<file path="src/rtl/ctrl_pkg.sv">
// Shared definitions for the multi-cycle RV32I-subset controller: opcodes,
// state and instruction-class encodings, and datapath select encodings.
package ctrl_pkg;

  localparam logic [6:0] OPC_R      = 7'b0110011;
  localparam logic [6:0] OPC_I      = 7'b0010011;
  localparam logic [6:0] OPC_LOAD   = 7'b0000011;
  localparam logic [6:0] OPC_STORE  = 7'b0100011;
  localparam logic [6:0] OPC_BRANCH = 7'b1100011;
  localparam logic [6:0] OPC_JAL    = 7'b1101111;
  localparam logic [6:0] OPC_LUI    = 7'b0110111;

  typedef enum logic [2:0] {
    ST_IDLE   = 3'd0,
    ST_FETCH  = 3'd1,
    ST_DECODE = 3'd2,
    ST_EXEC   = 3'd3,
    ST_MEM    = 3'd4,
    ST_WB     = 3'd5,
    ST_FAULT  = 3'd6
  } state_e;

  typedef enum logic [2:0] {
    CLS_R, CLS_I, CLS_LOAD, CLS_STORE, CLS_BRANCH, CLS_JAL, CLS_LUI
  } instr_class_e;

  typedef enum logic [1:0] {ALU_ADD = 2'b00, ALU_SUB = 2'b01, ALU_FUNCT = 2'b10} alu_op_e;
  typedef enum logic [1:0] {WB_ALU = 2'b00, WB_MEM = 2'b01, WB_PC4 = 2'b10} wb_sel_e;
  typedef enum logic [1:0] {PC_PLUS4 = 2'b00, PC_BRANCH = 2'b01, PC_JUMP = 2'b10} pc_sel_e;

  // Every instruction-retiring transition parks in IDLE when run has dropped.
  function automatic state_e boundary_target(input logic run);
    return run ? ST_FETCH : ST_IDLE;
  endfunction

endpackage

</file>
<file path="src/rtl/multicycle_control_unit_if.sv">
// Shared instruction/data memory handshake between the controller and memory.
interface multicycle_control_unit_if;
    logic mem_req;
    logic mem_we;
    logic addr_sel;
    logic mem_ready;

    modport master (output mem_req, mem_we, addr_sel, input mem_ready);
    modport slave  (input mem_req, mem_we, addr_sel, output mem_ready);
endinterface

</file>
<file path="src/rtl/ctrl_opcode_decode.sv">
// Combinational opcode-to-class mapping; legal is low for unsupported opcodes.
module ctrl_opcode_decode
    import ctrl_pkg::*;
(
    input  logic [6:0]   opcode,
    output instr_class_e cls,
    output logic         legal
);

    always_comb begin
        // NOTE: defaults first so every path assigns every output and no latch is inferred.
        cls   = CLS_R;
        legal = 1'b1;
        case (opcode)
            OPC_R:      cls = CLS_R;
            OPC_I:      cls = CLS_I;
            OPC_LOAD:   cls = CLS_LOAD;
            OPC_STORE:  cls = CLS_STORE;
            OPC_BRANCH: cls = CLS_BRANCH;
            OPC_JAL:    cls = CLS_JAL;
            OPC_LUI:    cls = CLS_LUI;
            default:    legal = 1'b0;
        endcase
    end

endmodule

</file>
<file path="src/rtl/multicycle_control_unit.sv">
// Multi-cycle controller: FETCH/DECODE/EXEC/MEM/WB sequencing, memory wait
// timeout and sticky fault. Outputs are decoded from state and registered class.
module multicycle_control_unit
    import ctrl_pkg::*;
#(
    parameter int ALU_OP_W     = 2,
    parameter int MEM_WAIT_MAX = 15,
    parameter int CNT_W        = 4
) (
    input  logic                clk,
    input  logic                rst_n,
    input  logic                run,
    input  logic [31:0]         instr,
    input  logic                alu_zero,
    multicycle_control_unit_if.master mem,
    output logic                ir_write,
    output logic                reg_write,
    output logic                alu_src,
    output logic                alu_a_zero,
    output logic [ALU_OP_W-1:0] alu_op,
    output logic [1:0]          wb_sel,
    output logic                pc_write,
    output logic [1:0]          pc_sel,
    output logic                instr_done,
    output logic                fault,
    output logic [2:0]          state_dbg
);

    state_e       state, state_next;
    instr_class_e cls_q, dec_cls;
    logic         dec_legal;
    logic [CNT_W-1:0] wait_cnt;
    logic         req_active, waiting, timeout, taken;
    alu_op_e      alu_op_enc;
    logic         unused_instr;

    ctrl_opcode_decode u_decode (
        .opcode (instr[6:0]),
        .cls    (dec_cls),
        .legal  (dec_legal)
    );

    assign unused_instr = ^{instr[31:13], instr[11:7]};
    assign taken        = alu_zero ^ instr[12];
    // Derived from state rather than mem_req to keep next-state logic loop-free.
    assign req_active   = (state == ST_FETCH) || (state == ST_MEM);
    assign waiting      = req_active && !mem.mem_ready;
    assign timeout      = waiting && (wait_cnt == CNT_W'(MEM_WAIT_MAX - 1));

    always_ff @(posedge clk or negedge rst_n) begin
        if (!rst_n) begin
            state    <= ST_IDLE;
            cls_q    <= CLS_R;
            wait_cnt <= '0;
        end else begin
            // NOTE: non-blocking assignments so every register samples pre-edge values.
            state <= state_next;
            if (state == ST_DECODE) cls_q <= dec_cls;
            if (state_next != state)  wait_cnt <= '0;
            else if (waiting)         wait_cnt <= wait_cnt + CNT_W'(1);
        end
    end

    always_comb begin
        state_next   = state;
        mem.mem_req  = 1'b0;
        mem.mem_we   = 1'b0;
        mem.addr_sel = 1'b0;
        ir_write     = 1'b0;
        reg_write    = 1'b0;
        alu_src      = 1'b0;
        alu_a_zero   = 1'b0;
        alu_op_enc   = ALU_ADD;
        wb_sel       = WB_ALU;
        pc_write     = 1'b0;
        pc_sel       = PC_PLUS4;
        instr_done   = 1'b0;
        fault        = 1'b0;
        case (state)
            ST_IDLE: if (run) state_next = ST_FETCH;
            ST_FETCH: begin
                mem.mem_req = 1'b1;
                if (mem.mem_ready) begin
                    ir_write   = 1'b1;
                    state_next = ST_DECODE;
                end else if (timeout) begin
                    state_next = ST_FAULT;
                end
            end
            ST_DECODE: state_next = dec_legal ? ST_EXEC : ST_FAULT;
            ST_EXEC: begin
                state_next = ST_WB;
                case (cls_q)
                    CLS_R: alu_op_enc = ALU_FUNCT;
                    CLS_I: begin
                        alu_op_enc = ALU_FUNCT;
                        alu_src    = 1'b1;
                    end
                    CLS_LOAD, CLS_STORE: begin
                        alu_src    = 1'b1;
                        state_next = ST_MEM;
                    end
                    CLS_LUI: begin
                        alu_src    = 1'b1;
                        alu_a_zero = 1'b1;
                    end
                    CLS_BRANCH: begin
                        alu_op_enc = ALU_SUB;
                        pc_write   = 1'b1;
                        pc_sel     = taken ? PC_BRANCH : PC_PLUS4;
                        instr_done = 1'b1;
                        state_next = boundary_target(run);
                    end
                    default: ;
                endcase
            end
            ST_MEM: begin
                mem.mem_req  = 1'b1;
                mem.addr_sel = 1'b1;
                mem.mem_we   = (cls_q == CLS_STORE);
                if (mem.mem_ready) begin
                    if (cls_q == CLS_STORE) begin
                        pc_write   = 1'b1;
                        instr_done = 1'b1;
                        state_next = boundary_target(run);
                    end else begin
                        state_next = ST_WB;
                    end
                end else if (timeout) begin
                    state_next = ST_FAULT;
                end
            end
            ST_WB: begin
                reg_write  = 1'b1;
                wb_sel     = (cls_q == CLS_LOAD) ? WB_MEM : (cls_q == CLS_JAL) ? WB_PC4 : WB_ALU;
                pc_write   = 1'b1;
                pc_sel     = (cls_q == CLS_JAL) ? PC_JUMP : PC_PLUS4;
                instr_done = 1'b1;
                state_next = boundary_target(run);
            end
            ST_FAULT: fault = 1'b1;
            default:  state_next = ST_FAULT;
        endcase
    end

    assign alu_op    = ALU_OP_W'(alu_op_enc);
    assign state_dbg = state;

endmodule

</file>
<file path="src/flat_wrapper.sv">
// flat-port wrapper written by rule: the top's interface ports become plain ports
module multicycle_control_unit_flat import ctrl_pkg::*;
#(
    parameter int ALU_OP_W     = 2,
    parameter int MEM_WAIT_MAX = 15,
    parameter int CNT_W        = 4
)
  (clk, rst_n, run, instr, alu_zero, ir_write, reg_write, alu_src, alu_a_zero, alu_op, wb_sel, pc_write, pc_sel, instr_done, fault, state_dbg, mem_mem_req, mem_mem_we, mem_addr_sel, mem_mem_ready);
  multicycle_control_unit_if mem_i ();
  input  logic clk;
  input  logic rst_n;
  input  logic run;
  input  logic [31:0] instr;
  input  logic alu_zero;
  output logic ir_write;
  output logic reg_write;
  output logic alu_src;
  output logic alu_a_zero;
  output logic [ALU_OP_W-1:0] alu_op;
  output logic [1:0] wb_sel;
  output logic pc_write;
  output logic [1:0] pc_sel;
  output logic instr_done;
  output logic fault;
  output logic [2:0] state_dbg;
  output wire logic [$bits(mem_i.mem_req)-1:0] mem_mem_req;
  output wire logic [$bits(mem_i.mem_we)-1:0] mem_mem_we;
  output wire logic [$bits(mem_i.addr_sel)-1:0] mem_addr_sel;
  input wire logic [$bits(mem_i.mem_ready)-1:0] mem_mem_ready;
  assign mem_mem_req = mem_i.mem_req;
  assign mem_mem_we = mem_i.mem_we;
  assign mem_addr_sel = mem_i.addr_sel;
  assign mem_i.mem_ready = mem_mem_ready;
  multicycle_control_unit #(.ALU_OP_W(ALU_OP_W), .MEM_WAIT_MAX(MEM_WAIT_MAX), .CNT_W(CNT_W)) u_core (.clk(clk), .rst_n(rst_n), .run(run), .instr(instr), .alu_zero(alu_zero), .mem(mem_i), .ir_write(ir_write), .reg_write(reg_write), .alu_src(alu_src), .alu_a_zero(alu_a_zero), .alu_op(alu_op), .wb_sel(wb_sel), .pc_write(pc_write), .pc_sel(pc_sel), .instr_done(instr_done), .fault(fault), .state_dbg(state_dbg));
endmodule
</file>
<file path="config.mk">
export PLATFORM = sky130hd
export DESIGN_NAME = multicycle_control_unit_flat
export DESIGN_NICKNAME = d
export VERILOG_FILES = /design/src/rtl/ctrl_pkg.sv /design/src/rtl/multicycle_control_unit_if.sv /design/src/rtl/ctrl_opcode_decode.sv /design/src/rtl/multicycle_control_unit.sv /design/src/flat_wrapper.sv
export SDC_FILE = /design/constraint.sdc
export NUM_CORES = 1
export LEC_CHECK = 0
export BUFFER_PORTS_ARGS = -buffer_cell sky130_fd_sc_hd__clkbuf_2
export CORE_ASPECT_RATIO = 0.7
export CORE_MARGIN = 4
export CORE_UTILIZATION = 43
export DETAILED_ROUTE_END_ITERATION = 10
export GPL_ROUTABILITY_DRIVEN = 0
export HOLD_SLACK_MARGIN = 0.1
export PLACE_DENSITY = 0.79
export SETUP_SLACK_MARGIN = 0.4
export SYNTH_ARGS = -nofsm -noshare
export SYNTH_HDL_FRONTEND = slang
export SYNTH_SLANG_ARGS = --single-unit
</file>
<file path="constraint.sdc">
create_clock -name clk -period 1.75 [get_ports clk]
set_input_delay 0.0875 -clock clk [delete_from_list [all_inputs] [get_ports clk]]
set_output_delay 0.0875 -clock clk [all_outputs]
set_load 0.02 [all_outputs]
</file>
==> qor.csv, run 1 <==
stage,metric,value,unit
status,status,finished clean,
die,CORE AREA,2137,µm²
worst_setup_path,"slowest stage delay, CP",0.42,ns
hold_path,WHS Path Cells,3,
yosys,Synth Register Bits,10,
drt,Routed WL,3966,µm
drt,vias,1198,
worst_setup_path,Critical Path AT,1.82,ns
worst_setup_path,"Buf+Inv Stages, Crit Path",1,
yosys,Synth area leader,dfrtp_1,
clock_tree,CTS Sinks,10,
worst_setup_path,crit-path leading delay family,compound AO/OA/AOI/OAI gates,
layout,Fillers,110,
pwr,Static Leakage,0.0007867,µW
sta,Sum Neg Setup Slack,0,ns
clock_tree,H-tree depth,1,
drt,Pre-antenna DRT Iters,4,
layout,Inserted Diodes,0,
worst_setup_path,Setup CP Type,flop to flop,
yosys,most common flop cell mapped by yosys,dfrtp_1,
drt,1st-iter DRT viols,115,
die,height of the chip,47.58,µm
clock_tree,TritonCTS clock tree,built,
sta,Tmin final,1.655,ns
hold_path,Hold Crit Class,input port to flop,
die,die width,64.54,µm
layout,fraction of layout cells with a size suffix above 1,60.57,%
sta,final setup fails,0,
drt,DRC errors left,0,
global_route,global route overflow,0,
yosys,post-synth cell types,49,
die,initial core utilization,45.02,%
die,# IOs,56,
yosys,Post-synth top cells,"nor3_1, dfrtp_1, nand2_1",
global_route,number of global-route vias before repair,903,
yosys,YS warnings,0,
yosys,"Net Count, Synth",156,
place,IO buf count,31,
yosys,cell area after synthesis,962.2,µm²
sta,RSZ-0062 raised after global routing,yes,
global_route,initial antenna violation count,0,
place,cell count after placement,175,
global_route,GRT Total Usage,18.45,%
clock_tree,clk root buf,clkbuf_4,
yosys,largest cells by area after synthesis,"dfrtp_1, nor3_1, nand2_1, a21oi_1, nand3_1",
drt,wire per inst,19.16,µm
sta,fin crit share,94.59,%
global_route,first-pass GRT wire length,4278,µm
yosys,"EDFF count, synth",0,
layout,Sequential Area,257.7,µm²
sta,Final Max Slew Viols,0,
yosys,"count leader, synth",nor3_1,
worst_setup_path,CP max FO,6,
yosys,Post-synth ARST share,100.0,%
worst_setup_path,critical-path cell list,buf_6 > and3b_2 > a32oi_4 > nand4b_1 > a41o_1,
sta,Hold Fails Final Rpt,0,
worst_setup_path,worst endpoint required time,1.92,ns
drt,vias per inst,5.787,
worst_setup_path,FF-to-FF setup slack,0.09,ns
layout,final net count,215,
layout,Multi-input gate area,859.6,µm²
run,# Max-Cap Violations,0,
yosys,share of the synthesized area in the top cell type,26.01,%
yosys,fraction of the yosys area taken by sequential cells,26.01,%
clock_tree,clock buffer depth,2,
yosys,synthesized netlist cell count,117,
die,Cell Rows,14,
yosys,syn_area_per_cell,8.224,µm²
sta,worst-case clock skew,0.01553,ns
worst_setup_path,FF-to-FF Start,u_core.state_dbg[2]$_DFF_PN0_,
pwr,Pwr Density,291.3,nW/µm²
drt,remaining antenna violation count after routing,0,
die,full die area,3070,µm²
pwr,Peak VDD IR,0.3083,mV
worst_setup_path,Startpoint Class,flop,
hold_path,Hold EP,u_core.cls_q[2]$_DFFE_PN0N_,
place,DP Wirelength,1910,µm
clock_tree,Num CTS Buffers,3,
clock_tree,clock-pin slew on the worst setup and hold paths,0.08,ns
hold_path,worst hold start,instr[0],
worst_setup_path,kind of end point of the critical path,flop,
layout,Layout Cells excl Fill,207,
clock_tree,Worst-Skew Late Latency,0.28,ns
sta,Worst-Margin Slew,0.4896,ns
worst_setup_path,R2R Path End,u_core.state_dbg[0]$_DFF_PN0_,
sta,Slew headroom,66.93,%
worst_setup_path,worst reg-to-reg path cell count,5,
global_route,largest net degree at the start of global routing,12,
layout,Syn-to-layout area delta,80.23,%
worst_setup_path,"slowest stage cell, crit path",dfrtp_2,
sta,Max Freq,604.1,MHz
==> state kept, by name, indices dropped and copies added, names as in the netlist <==
| signal | flops |
|---|---|
| u_core.cls_q | 3 |
| u_core.wait_cnt | 4 |
| u_core.state_dbg | 3 |
==> cell usage in the layout, fill, tap and decap left out, types with 4 or more instances in the layout <==
master / netlist / final
buf_4: 2 / 26
clkbuf_2: 0 / 16
buf_6: 1 / 9
nand2_1: 10 / 8
clkbuf_8: 0 / 8
a21oi_1: 7 / 6
dfrtp_2: 0 / 6
nand3_1: 6 / 5
nor3_2: 0 / 5
nor3_4: 0 / 4
dfrtp_1: 10 / 4
==> cell families (layout without fill, tap and decap cells) <==
| group | after synthesis | after routing | share of synthesized area, % |
|---|---|---|---|
| AO/OA/AOI/OAI | 26 | 26 | 19.51 |
| XOR/XNOR | 6 | 6 | 6.243 |
| adder cells (fa/ha/maj) | 2 | 2 | 2.600 |
| buffers and inverters | 13 | 71 | 7.152 |
| flip-flops | 10 | 10 | 26.01 |
| multiplexers | 1 | 1 | 1.040 |
| AND/OR/NAND/NOR | 59 | 59 | 37.45 |
==> power breakdown <==
part           internal [µW]  switching (µW)
registers                232            1.63
logic                   26.8            34.4
clock network            126            84.2
==> stage by stage <==
step | total power (µW) | utilization, % | instance area, µm² | worst slack [ns] | hold WS (ns)
after CTS | 499.2 | 68.33 | 1460 | 0.1441 | 0.1043
after global routing | 520.1 | 81.15 | 1734 | 0.04831 | 0.1192
after detailed placement | 288.7 | 55.33 | 1182 | 0.1509 | -0.03865
after global placement | 286.1 | 55.33 | 1182 | 0.2054 | -0.04571
final | 505.2 | 81.15 | 1734 | 0.09465 | 0.08819
after floorplan | 256.7 | - | 1018 | 0.3717 | -0.2081
==> worst max path at each step <==
| stage | to | slack, ns | cells after the start | startpoint |
|---|---|---|---|---|
| 4_1_cts | wb_sel[1] | 0.14 | 4 | u_core.state_dbg[1]$_DFF_PN0_ |
| 3_3_place_gp | u_core.wait_cnt[1]$_DFFE_PN0P_ | 0.21 | 6 | u_core.wait_cnt[0]$_DFFE_PN0P_ |
| 2_1_floorplan | u_core.state_dbg[0]$_DFF_PN0_ | 0.37 | 5 | u_core.state_dbg[2]$_DFF_PN0_ |
| 6_report | u_core.state_dbg[0]$_DFF_PN0_ | 0.09 | 5 | u_core.state_dbg[2]$_DFF_PN0_ |
| 3_5_place_dp | u_core.wait_cnt[1]$_DFFE_PN0P_ | 0.15 | 6 | u_core.wait_cnt[0]$_DFFE_PN0P_ |
| 5_1_grt | instr_done | 0.05 | 4 | u_core.state_dbg[0]$_DFF_PN0_ |
==> tightest hold or removal path: stages <==
cell       delay [ns]
clkbuf_2         0.09
o2111ai_1        0.10
o21ai_1          0.06
==> layout make-up <==
type / instances / area share [%]
Inverter: 6 / 1.587
Sequential cell: 10 / 14.86
Clock buffer: 4 / 2.092
Tap cell: 32 / 2.309
Timing Repair Buffer: 61 / 29.58
Multi-Input combinational cell: 94 / 49.57
==> per-layer routing <==
| metal | GRT usage (%) | vias to the layer above | part of all wire [%] |
|---|---|---|---|
| met3 | 2.113 | 10 | 7.8 |
| met5 | 0 | - | 0 |
| met4 | 8.403 | 0 | 1.7 |
| li1 | - | 548 | - |
| met2 | 31.97 | 79 | 49 |
| met1 | 24.04 | 561 | 42 |
==> timing repair <==
action / CTS / global route
pin swaps: 11 / 11
hold endpoints to repair: 11 / 0
setup endpoints to repair: 22 / 23
hold buffers: 2 / 0
setup buffers: 10 / 16
gates resized for setup: 35 / 45
Note: power is estimated with default switching activity, not from simulation.
==> inputs of run 2 (changes only) <==
- clock period: 1.75 -> 1.8 ns (I/O delays scaled with it)
==> qor.csv, run 2 (synthesis results as in run 1) <==
stage,metric,value,unit,change
drt,vias per inst,5.935,,+2.6%
global_route,first-pass GRT wire length,4995,µm,+17%
drt,remaining antenna violation count after routing,0,,unchanged
pwr,Static Leakage,0.0007643,µW,-2.8%
place,Placement Cell Area,1180,µm²,-0.21%
drt,wire per inst,18.42,µm,-3.8%
pwr,Comb power frac,13.0,%,+0.9 points
drt,Routed WL,3703,µm,-6.6%
global_route,initial antenna violation count,0,,unchanged
layout,number of flip-flops under the largest register name,4,,unchanged
global_route,GRT Total Usage,21.42,%,+3.0 points
pwr,Power Internal,335.0,µW,-13%
layout,"most common cell after layout, fill and taps aside",buf_4,,
die,full die area,3070,µm²,unchanged
worst_setup_path,kind of end point of the critical path,output pin,,
worst_setup_path,Critical Path AT,1.53,ns,-0.29 ns
die,# IOs,56,,unchanged
worst_setup_path,R2R Path End,u_core.state_dbg[0]$_DFF_PN0_,,
global_route,number of global-route vias before repair,1085,,+20%
clock_tree,clk root buf,clkbuf_4,,
worst_setup_path,"slowest stage delay, CP",0.44,ns,+0.02 ns
sta,Hold Slack,0.09208,ns,+0.003888 ns
pwr,Pwr Density,259.9,nW/µm²,-11%
drt,DRC errors left,0,,unchanged
sta,Sum Neg Setup Slack,0,ns,unchanged
clock_tree,CTS Sinks,10,,unchanged
pwr,switching pwr,106.0,µW,-12%
place,pre-CTS setup slack,0.1874,ns,+0.03649 ns
hold_path,Hold Crit Class,input port to flop,,
sta,final setup fails,0,,unchanged
worst_setup_path,Startpoint Class,flop,,
sta,smallest setup slack after layout,0.1766,ns,+0.08198 ns
layout,"commonest non-fill, non-tap cells in the layout","buf_4, clkbuf_2, nand2_1",,
run,# Max-Cap Violations,0,,unchanged
die,CORE AREA,2137,µm²,unchanged
hold_path,worst hold start,instr[1],,
layout,Inserted Diodes,0,,unchanged
clock_tree,clock buffer depth,2,,unchanged
sta,RSZ-0062 raised after global routing,yes,,
pwr,part of the power in registers,51.6,%,+5.4 points
die,initial core utilization,45.02,%,unchanged
sta,Max Freq,616.0,MHz,
hold_path,Hold EP,u_core.cls_q[2]$_DFFE_PN0N_,,
worst_setup_path,crit-path leading delay family,simple AND/OR/NAND/NOR gates,,
die,height of the chip,47.58,µm,unchanged
sta,Worst-Margin Slew,0.4242,ns,-0.06536 ns
sta,Slew headroom,71.34,%,+4.4 points
place,DP Wirelength,1973,µm,+3.3%
place,IO buf count,31,,unchanged
sta,Tmin final,1.623,ns,
drt,Pre-antenna DRT Iters,4,,unchanged
clock_tree,Worst-Skew Late Latency,0.26,ns,-0.02 ns
sta,fin crit share,90.19,%,
clock_tree,Num CTS Buffers,3,,unchanged
worst_setup_path,worst endpoint required time,1.71,ns,-0.21 ns
drt,1st-iter DRT viols,35,,-70%
worst_setup_path,FF-to-FF Start,u_core.state_dbg[2]$_DFF_PN0_,,
layout,final net count,209,,-2.8%
pwr,Clk network pwr share,35.4,%,-6.3 points
layout,most flop-heavy register,u_core.wait_cnt,,
pwr,"Power, Total",441.0,µW,-13%
sta,Final Max Slew Viols,0,,unchanged
hold_path,WHS Path Cells,3,,unchanged
worst_setup_path,"slowest stage cell, crit path",dfrtp_2,,
sta,Hold Fails Final Rpt,0,,unchanged
worst_setup_path,worst reg-to-reg path cell count,5,,unchanged
worst_setup_path,critical-path cell list,or2b_4 > or2_4 > nor3_4 > clkbuf_8,,
drt,vias,1193,,-0.42%
clock_tree,TritonCTS clock tree,built,,
status,status,finished clean,,
global_route,largest net degree at the start of global routing,11,,-1
pwr,Peak VDD IR,0.3546,mV,+15%
worst_setup_path,FF-to-FF setup slack,0.19,ns,+0.10 ns
worst_setup_path,"Buf+Inv Stages, Crit Path",1,,unchanged
sta,worst-case clock skew,0.01517,ns,-0.0003572 ns
clock_tree,clock-pin slew on the worst setup and hold paths,0.07,ns,about the same
die,Cell Rows,14,,unchanged
global_route,global route overflow,0,,unchanged
layout,fraction of layout cells with a size suffix above 1,59.76,%,-0.81 points
die,die width,64.54,µm,unchanged
layout,Syn-to-layout area delta,76.33,%,
layout,design area,1697,µm²,-2.2%
pwr,sw frac,24.04,%,+0.24 points
worst_setup_path,Setup CP Type,flop to output pin,,
worst_setup_path,CP max FO,4,,-2
clock_tree,H-tree depth,1,,unchanged
==> run 2: timing repair <==
action	in CTS	in global routing
hold endpoints to repair	10	0
resized for setup	47	34
setup endpoints to repair	21	23
hold buffers	1	0
buffers inserted	13	8
pin swaps	11	8
==> run 2: cell type report <==
cell class	instances	area, µm²
Clock buffer	4	26.28
Fill cell	127	440.4
Inverter	6	35.03
Multi-Input combinational cell	94	859.6
Sequential cell	10	257.7
Tap cell	32	40.04
Timing Repair Buffer	55	478.0
==> run 2: per-stage QoR <==
| step | utilization, % | instances |
|---|---|---|
| floorplan | - | 117 |
| global placement | 55.21 | 175 |
| detailed placement | 55.21 | 175 |
| CTS | 70.49 | 193 |
| global route | 79.39 | 201 |
| finish | 79.39 | 201 |
==> run 2: power groups by stage <==
stage                     clock network, µW  registers (µW)  logic, µW
after floorplan                           0             230       19.2
after global placement                    0             231       46.7
after detailed placement                  0             231       49.5
after CTS                               156             227       53.9
after global routing                    172             227       62.2
final                                   156             227       57.4
==> run 2: how the worst max path moves through the flow <==
stage	start	endpoint	slack, ns	cells after the start
5_1_grt	u_core.state_dbg[1]$_DFF_PN0_	u_core.wait_cnt[1]$_DFFE_PN0P_	0.10	7
3_5_place_dp	u_core.wait_cnt[0]$_DFFE_PN0P_	u_core.wait_cnt[0]$_DFFE_PN0P_	0.19	6
3_3_place_gp	u_core.wait_cnt[0]$_DFFE_PN0P_	u_core.wait_cnt[1]$_DFFE_PN0P_	0.24	6
2_1_floorplan	u_core.state_dbg[2]$_DFF_PN0_	u_core.state_dbg[0]$_DFF_PN0_	0.40	5
6_report	u_core.state_dbg[1]$_DFF_PN0_	wb_sel[0]	0.18	4
4_1_cts	u_core.state_dbg[1]$_DFF_PN0_	wb_sel[0]	0.21	4
==> run 2: tightest hold or removal path: stages <==
cell	delay, ns
clkbuf_2	0.09
o2111ai_1	0.09
o21ai_1	0.06
==> run 2: per-layer routing <==
layer / track usage, % / vias up / wire, µm / part of all wire (%)
met5: 0 / - / 0 / 0
met4: 10.08 / 0 / 114 / 3.1
met3: 2.582 / 14 / 176 / 4.8
met2: 40.98 / 60 / 1898 / 51
met1: 25.07 / 580 / 1514 / 41
li1: - / 539 / - / -
==> inputs of run 3 (changes only) <==
- SETUP_SLACK_MARGIN: 0.4 -> 0.02
==> qor.csv, run 3 (synthesis results as in run 1) <==
stage,metric,value,unit,change
status,status,finished clean,,
layout,"most common cell after layout, fill and taps aside",clkbuf_2,,
pwr,Pwr Density,391.3,nW/µm²,+51%
layout,"commonest non-fill, non-tap cells in the layout","clkbuf_2, nor3_1, nand2_1",,
sta,worst-case clock skew,0.004976,ns,-0.01019 ns
sta,RSZ-0062 raised after global routing,yes,,
global_route,number of global-route vias before repair,813,,-25%
layout,fraction of layout cells with a size suffix above 1,34.67,%,-25 points
worst_setup_path,critical path depth,4,,unchanged
worst_setup_path,worst reg-to-reg path cell count,6,,+1
place,pre-CTS setup slack,0.1176,ns,-0.06980 ns
pwr,Static Leakage,0.0005722,µW,-25%
die,CORE AREA,2137,µm²,unchanged
hold_path,WHS Path Cells,3,,unchanged
global_route,first-pass GRT wire length,3470,µm,-31%
clock_tree,H-tree depth,1,,unchanged
die,# IOs,56,,unchanged
drt,DR WL met2,1049,µm,-45%
sta,Final Max Slew Viols,0,,unchanged
sta,Sum Neg Setup Slack,0,ns,unchanged
sta,Worst-Margin Slew,0.3747,ns,-0.04958 ns
clock_tree,Num CTS Buffers,3,,unchanged
die,initial core utilization,45.02,%,unchanged
layout,most flop-heavy register,u_core.wait_cnt,,
drt,Routed WL,2329,µm,-37%
pwr,Peak VDD IR,0.2608,mV,-26%
clock_tree,CTS Sinks,10,,unchanged
worst_setup_path,worst endpoint required time,1.71,ns,about the same
die,die width,64.54,µm,unchanged
clock_tree,TritonCTS clock tree,built,,
clock_tree,clk root buf,clkbuf_4,,
die,Cell Rows,14,,unchanged
place,Placement Cell Area,1134,µm²,-3.9%
clock_tree,Worst-Skew Late Latency,0.26,ns,about the same
worst_setup_path,"Buf+Inv Stages, Crit Path",1,,unchanged
worst_setup_path,"slowest stage delay, CP",0.44,ns,about the same
sta,Max Freq,587.8,MHz,-4.6%
worst_setup_path,Critical Path AT,1.61,ns,+0.08 ns
sta,final setup fails,0,,unchanged
layout,final net count,190,,-9.1%
global_route,GRT Total Usage,14.44,%,-7.0 points
drt,Routed met1 length,1098,µm,-27%
clock_tree,clock buffer depth,2,,unchanged
global_route,initial antenna violation count,0,,unchanged
drt,1st-iter DRT viols,43,,+23%
worst_setup_path,"slowest stage cell, crit path",dfrtp_2,,
drt,wire per inst,12.80,µm,-31%
clock_tree,clock-pin slew on the worst setup and hold paths,0.06,ns,about the same
hold_path,Hold Crit Class,input port to flop,,
drt,vias,993,,-17%
global_route,global route overflow,0,,unchanged
drt,Detail Route met3 WL,174,µm,-1.1%
sta,Hold Fails Final Rpt,0,,unchanged
drt,uppermost layer routed,met4,,
layout,Final Core Density,56.21,%,-23 points
layout,design area,1201,µm²,-29%
drt,remaining antenna violation count after routing,0,,unchanged
run,# Max-Cap Violations,0,,unchanged
worst_setup_path,crit-path leading delay family,simple AND/OR/NAND/NOR gates,,
sta,smallest setup slack after layout,0.09882,ns,-0.07781 ns
sta,fin crit share,94.51,%,+4.3 points
worst_setup_path,Setup CP Type,flop to output pin,,
worst_setup_path,critical-path cell list,or2b_1 > or2_4 > nor3_1 > clkbuf_2,,
layout,number of flip-flops under the largest register name,4,,unchanged
layout,Syn-to-layout area delta,24.84,%,
worst_setup_path,Startpoint Class,flop,,
place,IO buf count,31,,unchanged
drt,vias per inst,5.456,,-8.1%
die,height of the chip,47.58,µm,unchanged
global_route,largest net degree at the start of global routing,13,,+2
sta,Slew headroom,74.71,%,+3.4 points
sta,Tmin final,1.701,ns,+0.07781 ns
drt,Pre-antenna DRT Iters,4,,unchanged
place,DP Wirelength,1824,µm,-7.6%
layout,Inserted Diodes,0,,unchanged
worst_setup_path,kind of end point of the critical path,output pin,,
die,full die area,3070,µm²,unchanged
drt,DRC errors left,0,,unchanged
worst_setup_path,CP max FO,6,,+2
run 3: cell count changes in the layout (fill, tap and decap cells not counted), sizes merged:
cell / before / now
clkinv: 1 / 0
inv: 5 / 6
buf: 32 / 6
clkbuf: 26 / 33
run 3: worst reg2reg max path: cells and delay by family (launching register included):
family                   cells  cell delay (ns)
AO/OA/AOI/OAI                2             0.34
adder cells (fa/ha/maj)      1             0.24
buffers and inverters        1             0.08
flip-flops                   1             0.37
AND/OR/NAND/NOR              2             0.54
run 3: worst paths after layout:
| kind | end | slack [ns] | start |
|---|---|---|---|
| min in group asynchronous | u_core.cls_q[0]$_DFFE_PN0N_ | 0.24 | rst_n |
| hold reg to reg | u_core.cls_q[2]$_DFFE_PN0N_ | 0.66 | u_core.cls_q[2]$_DFFE_PN0N_ |
| max in group asynchronous | u_core.state_dbg[1]$_DFF_PN0_ | 1.35 | rst_n |
| setup / recovery | wb_sel[0] | 0.1 | u_core.state_dbg[1]$_DFF_PN0_ |
| setup reg to reg | u_core.wait_cnt[1]$_DFFE_PN0P_ | 0.11 | u_core.wait_cnt[0]$_DFFE_PN0P_ |
| hold / removal | u_core.cls_q[2]$_DFFE_PN0N_ | 0.11 | instr[1] |
run 3: stage by stage:
stage	std cells	hold WS [ns]	power, µW
6_report	182	0.1109	470.0
3_5_place_dp	176	-0.04441	279.1
5_1_grt	182	0.1112	490.3
2_1_floorplan	117	-0.2056	249.0
3_3_place_gp	176	-0.04866	277.1
4_1_cts	181	0.1013	473.4
run 3: layer usage:
layer	vias to the layer above	GRT usage, %
met5	-	0
met4	0	5.462
met3	2	1.878
met2	41	22.95
met1	453	20.51
li1	497	-
run 3: final cells by class:
| class | instances | area (µm²) |
|---|---|---|
| inverters | 6 | 22.52 |
| multi-input cells | 94 | 651.9 |
| fillers | 197 | 935.9 |
| repair buffers | 36 | 195.2 |
| clock buffers | 4 | 36.28 |
| flip-flops and latches | 10 | 255.2 |
| well taps | 32 | 40.04 |
run 3: where the power goes:
group	internal (µW)	total, µW	switching [µW]	leakage [µW]
logic	22.8	50.6	27.8	0.000437
clock network	123	192	69.5	0.0000210
registers	226	227	1.72	0.000115
total	371	470	99.1	0.000572
run 3: timing repair:
item,CTS,global route
hold buffers,1,0
hold endpoints to repair,10,0
buffers inserted,0,1
gates resized for setup,0,8
setup endpoints to repair,0,9
